--- src/rtl/ddr3_cmd_arbiter.sv ---
// Arbitrates store/fetch/refresh onto the single DDR3 command port, biased to the current direction.
// Latency 1 cycle request-to-mem_req_o (1+TURN_CYC on a direction change); command held until mem_accept_i.
module ddr3_cmd_arbiter #(
  parameter int DDR_FREQ_MHZ = 100,
  parameter int DDR_ROW_BITS = 15,
  parameter int DDR_COL_BITS = 10,
  parameter int TREFI_NS     = 7800,
  parameter int REF_URGENT   = 4,
  parameter int MAX_RUN      = 4,
  parameter int TURN_CYC     = 2
) (
  input  logic                                 clock,
  input  logic                                 reset,
  input  logic                                 store_req_i,
  input  logic [DDR_ROW_BITS+DDR_COL_BITS-1:0] store_addr_i,
  output logic                                 store_gnt_o,
  input  logic                                 fetch_req_i,
  input  logic [DDR_ROW_BITS+DDR_COL_BITS-1:0] fetch_addr_i,
  output logic                                 fetch_gnt_o,
  output logic                                 mem_req_o,
  output logic [1:0]                           mem_cmd_o,
  output logic [DDR_ROW_BITS+DDR_COL_BITS-1:0] mem_addr_o,
  input  logic                                 mem_accept_i,
  output logic [3:0]                           ref_pend_o,
  output logic                                 ref_ovf_o
);

  localparam int AW       = DDR_ROW_BITS + DDR_COL_BITS;
  localparam int REFI_CYC = DDR_FREQ_MHZ * TREFI_NS / 1000;
  localparam int TW       = (REFI_CYC > 1) ? $clog2(REFI_CYC) : 1;
  localparam int RW       = $clog2(MAX_RUN + 1);

  localparam logic [1:0] CMD_NONE  = 2'b00;
  localparam logic [1:0] CMD_STORE = 2'b01;
  localparam logic [1:0] CMD_FETCH = 2'b10;
  localparam logic [1:0] CMD_REF   = 2'b11;

  typedef enum logic [1:0] {IDLE, TURN, ISSUE} state_t;

  state_t          state, state_nxt;
  logic [TW-1:0]   ref_timer;
  logic [3:0]      ref_pend;
  logic            ref_ovf;
  logic [7:0]      turn_cnt, turn_cnt_nxt;
  logic [1:0]      cmd_q, cmd_nxt;
  logic [AW-1:0]   addr_q, addr_nxt;
  logic            last_dir;
  logic [RW-1:0]   run;

  logic ref_wrap, issue, acc, acc_ref, acc_data, acc_dir;
  logic ref_urgent, data_req, run_full, pick_fetch;

  assign ref_wrap   = (ref_timer == TW'(REFI_CYC - 1));
  assign issue      = (state == ISSUE);
  assign acc        = issue && mem_accept_i;
  assign acc_ref    = acc && (cmd_q == CMD_REF);
  assign acc_data   = acc && (cmd_q != CMD_REF);
  assign acc_dir    = (cmd_q == CMD_FETCH);

  assign ref_urgent = (ref_pend >= 4'(REF_URGENT));
  assign data_req   = store_req_i || fetch_req_i;
  assign run_full   = (run >= RW'(MAX_RUN));
  // last_dir: 0 = store, 1 = fetch; with both waiting, flip only once the run is exhausted
  assign pick_fetch = (store_req_i && fetch_req_i) ? (last_dir ^ run_full) : fetch_req_i;

  always_ff @(posedge clock or negedge reset) begin
    if (!reset) begin
      ref_timer <= '0;
    end else if (ref_wrap) begin
      ref_timer <= '0;
    end else begin
      ref_timer <= ref_timer + TW'(1);
    end
  end

  // A wrap and a refresh accept in the same cycle cancel out
  always_ff @(posedge clock or negedge reset) begin
    if (!reset) begin
      ref_pend <= 4'd0;
      ref_ovf  <= 1'b0;
    end else if (ref_wrap && !acc_ref) begin
      if (ref_pend == 4'd8) begin
        ref_ovf <= 1'b1;
      end else begin
        ref_pend <= ref_pend + 4'd1;
      end
    end else if (acc_ref && !ref_wrap) begin
      ref_pend <= ref_pend - 4'd1;
    end
  end

  always_ff @(posedge clock or negedge reset) begin
    if (!reset) begin
      run      <= '0;
      last_dir <= 1'b0;
    end else if (acc_data) begin
      if (acc_dir == last_dir) begin
        run <= run_full ? run : run + RW'(1);
      end else begin
        run      <= RW'(1);
        last_dir <= acc_dir;
      end
    end
  end

  always_ff @(posedge clock or negedge reset) begin
    if (!reset) begin
      state    <= IDLE;
      turn_cnt <= 8'd0;
      cmd_q    <= CMD_NONE;
      addr_q   <= '0;
    end else begin
      state    <= state_nxt;
      turn_cnt <= turn_cnt_nxt;
      cmd_q    <= cmd_nxt;
      addr_q   <= addr_nxt;
    end
  end

  always_comb begin
    state_nxt    = state;
    turn_cnt_nxt = turn_cnt;
    cmd_nxt      = cmd_q;
    addr_nxt     = addr_q;
    case (state)
      IDLE: begin
        if (ref_urgent || (!data_req && (ref_pend != 4'd0))) begin
          cmd_nxt   = CMD_REF;
          addr_nxt  = '0;
          state_nxt = ISSUE;
        end else if (data_req) begin
          cmd_nxt  = pick_fetch ? CMD_FETCH : CMD_STORE;
          addr_nxt = pick_fetch ? fetch_addr_i : store_addr_i;
          if ((pick_fetch != last_dir) && (TURN_CYC > 0)) begin
            turn_cnt_nxt = 8'(TURN_CYC - 1);
            state_nxt    = TURN;
          end else begin
            state_nxt = ISSUE;
          end
        end
      end
      TURN: begin
        if (turn_cnt == 8'd0) begin
          state_nxt = ISSUE;
        end else begin
          turn_cnt_nxt = turn_cnt - 8'd1;
        end
      end
      ISSUE: begin
        if (mem_accept_i) begin
          state_nxt = IDLE;
        end
      end
      default: state_nxt = IDLE;
    endcase
  end

  assign mem_req_o   = issue;
  assign mem_cmd_o   = issue ? cmd_q : CMD_NONE;
  assign mem_addr_o  = issue ? addr_q : '0;
  assign store_gnt_o = acc && (cmd_q == CMD_STORE);
  assign fetch_gnt_o = acc && (cmd_q == CMD_FETCH);
  assign ref_pend_o  = ref_pend;
  assign ref_ovf_o   = ref_ovf;

endmodule

--- config.mk ---
export PLATFORM = sky130hd
export DESIGN_NAME = ddr3_cmd_arbiter
export DESIGN_NICKNAME = d
export VERILOG_FILES = /design/src/rtl/ddr3_cmd_arbiter.sv
export SDC_FILE = /design/constraint.sdc
export NUM_CORES = 1
export LEC_CHECK = 0
export CAP_MARGIN = 10
export CORE_ASPECT_RATIO = 1.5
export CORE_MARGIN = 3
export CORE_UTILIZATION = 30
export CTS_CLUSTER_SIZE = 28
export DETAILED_ROUTE_END_ITERATION = 8
export PLACE_DENSITY = 0.55
export REMOVE_ABC_BUFFERS = 1
export SETUP_SLACK_MARGIN = 0.05
export SLEW_MARGIN = 20
export SYNTH_ARGS = -nofsm -noshare
export SYNTH_HDL_FRONTEND = slang
export SYNTH_SLANG_ARGS = --single-unit
--- constraint.sdc ---
create_clock -name clock -period 3.4 [get_ports clock]
set_clock_uncertainty 0.05 [all_clocks]
set_input_delay 0.51 -clock clock [delete_from_list [all_inputs] [get_ports clock]]
set_output_delay 0.51 -clock clock [all_outputs]
set_load 0.01 [all_outputs]
==> flow_summary.toml <==
[clocking]
root_buffer = "clkbuf_16"
cts_sinks = 56
numCtsBuffers = 5
cts.path.max_buffers = 2
cts_max_level = 2
hold_buffers = 0
cts_tree = "built"
cts.repair.resized = 0
clock_latency_ns = 0.30
clk_pin_slew_worst_paths_ns = 0.07
post_cts_buffers = 0

[timing]
period_needed_ns = 2.987
slew-limit-headroom_pct = 34.24
finalCritPeriodShare_pct = 87.84
final.setup.tns_ns = 0
fmax_ghz = 0.3348
worst_pin_slew_ns = 0.9864
setup_viol = 0
hold_violations = 0
grt_setup_unrepaired = "no"
drv_slew = 0

[synthesis]
syn_inst = 303
synth_area_leaders = "dfrtp_1 (46%), a222oi_1 (8.2%), and2_1 (5.5%)"
syn_area_per_cell_um2 = 10.08
synthFlopType = "dfrtp_1"
synth-edff-count = 0
syn_area_mm2 = 0.003055
yosysUniqueCellTypes = 54
synthDominantCellAreaShare_pct = 45.86
yosysWarnings = 0
ys_seq_area_share_pct = 45.86
ys_seq_elements = 56
synth_top_cell_by_area = "dfrtp_1"
ys_async_sr_fraction_pct = 100.0

[route]
wl_um = 8083
drc = 0
drtPass1Iterations = 5
wl_per_cell_um = 16.17
via_count = 2634
drt_iter0_drc = 198
routed_via_density = 5.268
ant_nets = 0

[critical_path]
crit_required_ns = 2.84
endpoint_kind = "output port"
rrSetupSlack_ns = 0.65
start_kind = "flop"
worst-setup-path-type = "reg2out"
crit_path_max_fanout = 18
cp.arrival_ns = 2.43

[floorplanning]
start_util_pct = 31.18
die_h_um = 129.6
dieArea_mm2 = 0.01146
dieWidth_um = 88.40
io-pin-count = 90
rows = 44
core_area_mm2 = 0.009799

[power_and_ir_drop]
peakVddDrop_mv = 0.2119
power.density_mw_per_mm2 = 718.0
p_leak_nw = 1.920

[final_layout]
diodes = 0
fill_cells = 982
postLayoutCoreUtil_pct = 42.22
nets = 446
layout-drive-gt1-share_pct = 5.974
syn2layout_area_growth_pct = 35.42

[global_routing]
grt_overflow = 0
grt_pass1_wl_um = 12980
grt_max_degree = 40
antenna_found_initial = 0
grt_pass1_vias = 2606
grt.total_usage_pct = 14.43

[placed_design]
place.gp.congestion = 0.8134
portBuffers = 89
dp_hpwl_um = 5856

[min_path]
hold_class = "in2async"

[job]
drv_cap = 0

[outcome]
status = "completed"
==> flip-flops by register name, summed over array words and instances (netlist names) <==
register,count
state,2
ref_timer,10
addr_q,25
run,3
turn_cnt,8
cmd_q,2
ref_ovf_o,1
ref_pend_o,4
last_dir,1
==> where the power goes <==
| group | switching [mW] | internal (mW) |
|---|---|---|
| Sequential | 0.225 | 0.883 |
| Clock | 0.249 | 0.351 |
| Combinational | 0.647 | 0.615 |
==> routing by layer <==
layer	routed length, µm	vias to the layer above	GRT usage [%]
met5	0	-	0
met4	113	0	4.270
met3	543	8	3.562
met2	4132	83	24.72
met1	3293	1297	17.75
li1	-	1246	-
==> synth_stat cells, types with 5 or more instances <==
library cell  instances
dfrtp_1              56
inv_1                35
and2_1               27
a222oi_1             25
nor2_1               20
a21oi_1              13
nand2_1              12
nand3_1               9
buf_6                 8
o21ai_1               7
ha_1                  6
nor3_1                6
a31oi_1               5
clkbuf_1              5
nor2b_1               5
xnor2_1               5
xor2_1                5
==> cell usage in the layout, fill, tap and decap left out, types with 6 or more instances in the layout <==
cell	instances
clkdlybuf4s50_1	88
nor3_1	6
a222oi_1	25
inv_1	35
o21ai_1	7
nor2_1	20
dfrtp_1	56
ha_1	6
a21oi_1	13
and2_1	27
nand3_1	9
nand2_1	12
==> through the flow <==
stage | worst slack (ns) | hold WS, ns | cell area (µm²) | total power, mW | std cells
detailed placement | 0.6219 | 0.4218 | 3966 | 2.397 | 492
global placement | 0.6754 | 0.4143 | 3966 | 2.372 | 492
floorplan | 0.8291 | 0.1644 | 2914 | 1.788 | 285
global route | 0.1709 | 0.1281 | 4138 | 3.187 | 500
finish | 0.4133 | 0.09434 | 4138 | 2.971 | 500
CTS | 0.3485 | 0.1184 | 4138 | 3.015 | 500
==> worst paths after layout <==
check	from	endpoint	cells after the start
worst max-delay path	state[0]	fetch_gnt_o	4
worst min register to register	ref_timer[0]	ref_timer[0]	1
worst max register to register	state[0]	ref_pend_o[3]	9
max in group asynchronous	reset	turn_cnt[4]	2
min in group clock	ref_timer[0]	ref_timer[0]	1
worst min-delay path	reset	run[1]	1
==> final cells by class <==
class	count	area, µm²	share of cell area [%]
tap	115	143.9	3.477
timing repair buffer	92	908.4	21.95
inverter	35	131.4	3.175
clock inverter	3	46.29	1.119
sequential	56	1401	33.87
multi-input combinational	194	1381	33.38
clock buffer	5	125.1	3.024
==> kinds of logic after synthesis <==
kind of cell             count (synthesis)  synth area share [%]
AO/OA/AOI/OAI                           71                 18.18
XOR/XNOR                                11                 3.399
adder cells (fa/ha/maj)                  7                 3.112
buffers and inverters                   53                 8.927
flip-flops                              56                 45.86
multiplexers                             3                 1.065
AND/OR/NAND/NOR                        102                 19.45
==> critical path, stage by stage (launching register included) <==
cell and delay [ns]:
dfrtp_1 0.46, and2b_1 0.58, nand2_1 0.30, nor3_1 0.20, clkdlybuf4s50_1 0.58
(Power assumes the default switching activity.)
